<file path="config.mk">
export PLATFORM = sky130hd
export DESIGN_NAME = vending_machine_flat
export DESIGN_NICKNAME = d
export VERILOG_FILES = /design/src/rtl/vending_machine_pkg.sv /design/src/rtl/vending_machine_if.sv /design/src/rtl/vm_price_table.sv /design/src/rtl/vending_machine.sv /design/src/flat_wrapper.sv
export SDC_FILE = /design/constraint.sdc
export NUM_CORES = 1
export LEC_CHECK = 0
export BUFFER_PORTS_ARGS = -buffer_cell sky130_fd_sc_hd__buf_2
export CORE_AREA = 8 8 80 82
export DETAILED_ROUTE_END_ITERATION = 10
export DIE_AREA = 0 0 88 90
export PLACE_DENSITY = 0.76
export SYNTH_ARGS = -nofsm -noshare
export SYNTH_HDL_FRONTEND = slang
export SYNTH_SLANG_ARGS = --single-unit
</file>
<file path="constraint.sdc">
create_clock -name clock -period 5.1 [get_ports clock]
set_input_delay 1.02 -clock clock [delete_from_list [all_inputs] [get_ports clock]]
set_output_delay 1.02 -clock clock [all_outputs]
set_load 0.03 [all_outputs]
</file>
<file path="src/rtl/vending_machine_pkg.sv">
// Shared types, money constants and pricing helpers for the vending machine.
// All money values are in rupees and fit the 7-bit money width.
package vending_machine_pkg;

    localparam int unsigned MoneyWidth = 7;

    typedef logic [MoneyWidth-1:0] money_t;

    localparam money_t CoinFive = 7'd5;
    localparam money_t CoinTen  = 7'd10;
    localparam money_t MoneyMax = 7'd125;

    typedef enum logic [1:0] {
        StIdle,
        StCollect,
        StDispense,
        StChange
    } state_e;

    // Price of item n is 5*(n+1).
    function automatic money_t item_price(input logic [3:0] item);
        money_t n1;
        n1 = {3'b000, item} + 7'd1;
        return (n1 << 2) + n1;
    endfunction

    // Clamp an 8-bit intermediate sum into the 7-bit money range.
    function automatic money_t money_sat(input logic [MoneyWidth:0] value);
        if (value > {1'b0, MoneyMax}) begin
            return MoneyMax;
        end
        return value[MoneyWidth-1:0];
    endfunction

endpackage

</file>
<file path="src/rtl/vending_machine_if.sv">
// Customer-facing bundle of the vending machine: item select, coin inputs and outputs.
// master drives selection and coins; slave is the machine itself.
interface vending_machine_if;

    logic [3:0] item_number;
    logic       rupee_five_in;
    logic       rupee_ten_in;
    logic       rupee_five_out;
    logic       dispense;

    modport master (
        output item_number,
        output rupee_five_in,
        output rupee_ten_in,
        input  rupee_five_out,
        input  dispense
    );

    modport slave (
        input  item_number,
        input  rupee_five_in,
        input  rupee_ten_in,
        output rupee_five_out,
        output dispense
    );

endinterface

</file>
<file path="src/rtl/vm_price_table.sv">
// Combinational item price lookup: 4-bit item index in, 7-bit price out.
module vm_price_table
    import vending_machine_pkg::*;
(
    input  logic [3:0] item,
    output money_t     price
);

    assign price = item_price(item);

endmodule

</file>
<file path="src/rtl/vending_machine.sv">
// Moore vending machine: collects Rs5/Rs10 coins, dispenses the latched item and pays
// change (plus refunds of coins inserted while dispensing or paying change) in Rs5 coins.
module vending_machine
    import vending_machine_pkg::*;
(
    input  logic              clock,
    input  logic              reset,
    vending_machine_if.slave  vm
);

    state_e     state_q, state_d;
    money_t     credit_q, credit_d;
    money_t     change_q, change_d;
    logic [3:0] item_q, item_d;

    money_t               coin;
    money_t               price;
    logic [3:0]           price_item;
    logic [MoneyWidth:0]  sum;

    assign coin = (vm.rupee_five_in ? CoinFive : 7'd0) + (vm.rupee_ten_in ? CoinTen : 7'd0);

    // In IDLE the item is being latched this edge, so price the live selection.
    assign price_item = (state_q == StIdle) ? vm.item_number : item_q;

    vm_price_table u_price_table (
        .item  (price_item),
        .price (price)
    );

    assign sum = {1'b0, credit_q} + {1'b0, coin};

    always_comb begin
        state_d  = state_q;
        credit_d = credit_q;
        change_d = change_q;
        item_d   = item_q;

        unique case (state_q)
            StIdle, StCollect: begin
                if (state_q == StIdle) begin
                    credit_d = 7'd0;
                end
                if ((state_q == StCollect) || (coin != 7'd0)) begin
                    if (state_q == StIdle) begin
                        item_d = vm.item_number;
                    end
                    if (sum >= {1'b0, price}) begin
                        state_d  = StDispense;
                        change_d = money_sat(sum - {1'b0, price});
                        credit_d = 7'd0;
                    end else begin
                        state_d  = StCollect;
                        credit_d = sum[MoneyWidth-1:0];
                    end
                end
            end
            StDispense: begin
                credit_d = 7'd0;
                change_d = money_sat({1'b0, change_q} + {1'b0, coin});
                state_d  = (change_d != 7'd0) ? StChange : StIdle;
            end
            StChange: begin
                // change_q is always a nonzero multiple of 5 here, so the subtraction is safe.
                credit_d = 7'd0;
                change_d = money_sat({1'b0, change_q} - {1'b0, CoinFive} + {1'b0, coin});
                state_d  = (change_d != 7'd0) ? StChange : StIdle;
            end
            default: begin
                state_d  = StIdle;
                credit_d = 7'd0;
                change_d = 7'd0;
            end
        endcase
    end

    always_ff @(posedge clock) begin
        if (!reset) begin
            state_q  <= StIdle;
            credit_q <= 7'd0;
            change_q <= 7'd0;
            item_q   <= 4'd0;
        end else begin
            state_q  <= state_d;
            credit_q <= credit_d;
            change_q <= change_d;
            item_q   <= item_d;
        end
    end

    // Outputs are forced low while reset is held, even before the reset edge lands.
    assign vm.dispense       = reset && (state_q == StDispense);
    assign vm.rupee_five_out = reset && (state_q == StChange);

endmodule

</file>
<file path="src/flat_wrapper.sv">
// flat-port wrapper written by rule: the top's interface ports become plain ports
module vending_machine_flat import vending_machine_pkg::*;
  (clock, reset, vm_item_number, vm_rupee_five_in, vm_rupee_ten_in, vm_rupee_five_out, vm_dispense);
  vending_machine_if vm_i ();
  input  logic clock;
  input  logic reset;
  input wire logic [$bits(vm_i.item_number)-1:0] vm_item_number;
  input wire logic [$bits(vm_i.rupee_five_in)-1:0] vm_rupee_five_in;
  input wire logic [$bits(vm_i.rupee_ten_in)-1:0] vm_rupee_ten_in;
  output wire logic [$bits(vm_i.rupee_five_out)-1:0] vm_rupee_five_out;
  output wire logic [$bits(vm_i.dispense)-1:0] vm_dispense;
  assign vm_i.item_number = vm_item_number;
  assign vm_i.rupee_five_in = vm_rupee_five_in;
  assign vm_i.rupee_ten_in = vm_rupee_ten_in;
  assign vm_rupee_five_out = vm_i.rupee_five_out;
  assign vm_dispense = vm_i.dispense;
  vending_machine u_core (.clock(clock), .reset(reset), .vm(vm_i));
endmodule
</file>
==> metrics.txt <==
# TYPE chip_impl_metric gauge
chip_impl_info{name="worst_hold_startpoint",value="u_core.item_q[1]"} 1
chip_impl_metric{name="final-max-slew-violation-count",unit=""} 0
chip_impl_metric{name="grt_start_max_net_pins",unit=""} 15
chip_impl_metric{name="synth_area",unit="mm²"} 0.002414
chip_impl_metric{name="fin_skew",unit="ps"} 2.359
chip_impl_metric{name="post_cts_setup_buffers",unit=""} 0
chip_impl_metric{name="final-setup-viol-count",unit=""} 0
chip_impl_metric{name="timing.hold.ws",unit="ps"} 486.8
chip_impl_metric{name="max_slew_margin",unit=""} 0.5709
chip_impl_metric{name="totalNegativeSetupSlack",unit="ps"} 0
chip_impl_info{name="cts_root_buf",value="clkbuf_8"} 1
chip_impl_metric{name="number_of_register_bits_inferred_by_synthesis",unit=""} 20
chip_impl_metric{name="die_height",unit="µm"} 90
chip_impl_info{name="run_status",value="completed"} 1
chip_impl_metric{name="rows",unit=""} 27
chip_impl_metric{name="finalHoldViolations",unit=""} 0
chip_impl_metric{name="grtUsageTotal",unit=""} 0.1543
chip_impl_metric{name="postSynth.asyncResetShare",unit=""} 0
chip_impl_info{name="worst_hold_path.endpoint",value="u_core.item_q[1]"} 1
chip_impl_metric{name="synthesis.area_per_instance",unit="µm²"} 8.099
chip_impl_metric{name="ys_types",unit=""} 66
chip_impl_metric{name="synth_seq_area_share",unit=""} 0.1659
chip_impl_metric{name="finalCritPeriodShare",unit=""} 0.8634
chip_impl_metric{name="arrival",unit="ps"} 4590
chip_impl_metric{name="area_of_the_core",unit="mm²"} 0.005236
chip_impl_metric{name="first_global_vias",unit=""} 2143
chip_impl_metric{name="gp_routability_congestion",unit=""} 0.9592
chip_impl_metric{name="drt_iter0_drc",unit=""} 113
chip_impl_metric{name="initial_antenna_violation_count",unit=""} 0
chip_impl_metric{name="total_of_warnings_raised_by_yosys",unit=""} 0
chip_impl_metric{name="path_clk_slew",unit="ps"} 70
chip_impl_metric{name="cp_max_fo",unit=""} 4
chip_impl_metric{name="pin_count",unit=""} 10
chip_impl_info{name="regToRegEndpoint",value="u_core.change_q[0]"} 1
chip_impl_metric{name="worst-slew-pin-transition",unit="ps"} 641.3
chip_impl_metric{name="wl_per_cell",unit="µm"} 15.21
chip_impl_metric{name="detail-route-antenna-nets",unit=""} 0
chip_impl_metric{name="numCtsBuffers",unit=""} 3
chip_impl_metric{name="critPathRequiredTime",unit="ps"} 5290
chip_impl_info{name="rsz0062_at_grt",value="false"} 1
chip_impl_metric{name="clock_tree_buffer_depth",unit=""} 2
chip_impl_info{name="crit_type",value="input pin to flop"} 1
chip_impl_metric{name="maxcap_violations",unit=""} 0
chip_impl_metric{name="post_cts_hold_buffer_count",unit=""} 0
chip_impl_metric{name="timing.fmax",unit="MHz"} 227.1
chip_impl_metric{name="layout-area-overhead-vs-synth",unit="%"} 6.895
chip_impl_metric{name="wirelength",unit="µm"} 5764
chip_impl_metric{name="reg2regPathDepth",unit=""} 16
chip_impl_metric{name="initial_util",unit=""} 0.4609
chip_impl_metric{name="dieArea",unit="mm²"} 0.007920
chip_impl_metric{name="final_net_count",unit=""} 351
chip_impl_metric{name="cts_repair_resize_count",unit=""} 0
chip_impl_metric{name="fillers",unit=""} 515
chip_impl_metric{name="finalWorstPathRequiredPeriod",unit="ps"} 4403
chip_impl_metric{name="dp_hpwl",unit="µm"} 4740
chip_impl_metric{name="remaining_drc_errors",unit=""} 0
chip_impl_metric{name="synth_cells",unit=""} 298
chip_impl_metric{name="drt-pass1-iter-count",unit=""} 4
chip_impl_metric{name="cts_num_sinks",unit=""} 20
chip_impl_metric{name="vias",unit=""} 2222
chip_impl_metric{name="grt_overflow",unit=""} 0
chip_impl_metric{name="die_w",unit="µm"} 88
chip_impl_metric{name="synth-edff-count",unit=""} 0
chip_impl_metric{name="hold_depth",unit=""} 2
chip_impl_metric{name="buffer_ports.inserted",unit=""} 9
chip_impl_metric{name="drive_above_1_share",unit=""} 0.09772
chip_impl_metric{name="clock_tree.htree_level_count",unit=""} 1
chip_impl_info{name="timing.rr.start",value="u_core.state_q[0]"} 1
chip_impl_info{name="postSynth.topFlopCell",value="dfxtp_1"} 1
chip_impl_info{name="timing.critical_path.from_type",value="input pin"} 1
chip_impl_info{name="hold_class",value="flop to flop"} 1
chip_impl_metric{name="clock_latency_reported_for_the_late_side_of_the_worst_skew_pair",unit="ps"} 260
chip_impl_metric{name="synth_fp_nets",unit=""} 340
chip_impl_info{name="critical_path.endpoint_type",value="flop"} 1
chip_impl_metric{name="insertedDiodeCount",unit=""} 0
chip_impl_metric{name="reg2reg_setup_slack",unit="ps"} 730
chip_impl_metric{name="grt_pass1_wl",unit="µm"} 10080
chip_impl_info{name="tritoncts",value="yes"} 1
chip_impl_metric{name="route.detailed.vias_per_inst",unit=""} 5.863
[layout by cell type, fill, tap and decap left out, types with 10 or more instances in the layout]
cell,instances
ha_1,29
nand3_1,13
xnor2_1,14
dfxtp_1,20
inv_1,28
nand2_1,10
a21oi_1,18
nor2_1,24
nor3_1,10
[synthesized netlist by cell type, types with 2 or more instances]
cell type,count,area share
ha_1,29,0.15
inv_1,28,0.044
nor2_1,24,0.037
dfxtp_1,20,0.17
a21oi_1,18,0.037
xnor2_1,14,0.051
nand3_1,13,0.027
nand2_1,10,0.016
nor3_1,10,0.021
o21ai_0,9,0.019
xor2_1,9,0.033
a21o_1,6,0.019
a211oi_1,5,0.016
fa_1,5,0.041
nand2b_1,5,0.013
nand4_1,5,0.013
o21a_1,5,0.016
a211o_1,4,0.015
and4_1,4,0.015
nor2b_1,4,0.010
o211ai_1,4,0.012
or2_1,4,0.010
a31oi_1,3,0.0078
and3_1,3,0.0078
mux2_2,3,0.014
o31ai_1,3,0.0093
a21oi_2,2,0.0073
a221oi_1,2,0.0073
a311oi_1,2,0.0073
buf_2,2,0.0041
clkbuf_1,2,0.0031
mux2i_1,2,0.0083
nand3b_1,2,0.0062
o211a_1,2,0.0083
o21ai_1,2,0.0041
o22ai_1,2,0.0052
o2bb2ai_1,2,0.0073
[sequential cells by signal, summed over array words and instances, names as in the netlist]
| name | cells |
|---|---|
| u_core.credit_q | 7 |
| u_core.item_q | 4 |
| u_core.change_q | 7 |
| u_core.state_q | 2 |
[logic make-up after synthesis]
group	count (synthesis)	share of synthesized area
AND/OR/NAND/NOR	97	0.2250
AO/OA/AOI/OAI	84	0.2545
buffers and inverters	35	0.05702
adder cells (fa/ha/maj)	34	0.1918
XOR/XNOR	23	0.08347
flip-flops	20	0.1659
multiplexers	5	0.02229
[metrics by stage]
stage | std cells | utilization | worst slack (ps) | cell area [µm²]
floorplan | 298 | - | 838.3 | 2414
global placement | 376 | 0.4848 | 562.7 | 2539
detailed placement | 376 | 0.4848 | 492.6 | 2539
CTS | 379 | 0.4927 | 728.5 | 2580
global route | 379 | 0.4927 | 344.4 | 2580
finish | 379 | 0.4927 | 696.6 | 2580
[cell type report]
cell class / count / area, µm² / share of cell area
Clock buffer: 3 / 41.29 / 0.01600
Tap cell: 72 / 90.09 / 0.03492
Inverter: 30 / 112.6 / 0.04365
Timing Repair Buffer: 11 / 60.06 / 0.02328
Sequential cell: 20 / 400.4 / 0.1552
Multi-Input combinational cell: 243 / 1876 / 0.7270
[worst max-delay path, cell delays in order]
cell,delay [ps]
buf_2,100
mux2i_1,360
inv_2,90
ha_1,240
xnor2_1,250
ha_1,330
nand3_1,90
a21oi_1,70
a31oi_1,220
ha_1,320
o21ai_0,290
a21oi_2,80
a211o_1,260
or4_4,520
o211a_1,240
o211ai_2,120
[per-layer routing]
metal | wire [µm] | track usage
met3 | 226 | 0.01820
met5 | 0 | 0
met4 | 106 | 0.05595
met1 | 2586 | 0.1900
met2 | 2844 | 0.2630
[how the worst max path moves through the flow]
| stage | startpoint | endpoint | cells past startpoint |
|---|---|---|---|
| after floorplan | vm_item_number[0] | u_core.change_q[0] | 16 |
| after global placement | vm_item_number[0] | u_core.change_q[0] | 17 |
| after detailed placement | vm_item_number[0] | u_core.change_q[0] | 17 |
| after CTS | vm_item_number[0] | u_core.change_q[0] | 17 |
| after global routing | u_core.state_q[0] | u_core.change_q[1] | 16 |
| final | vm_item_number[0] | u_core.change_q[0] | 16 |
Power is not shown: default switching activity piles up to over one toggle a cycle in this logic, so the estimate is an artifact.
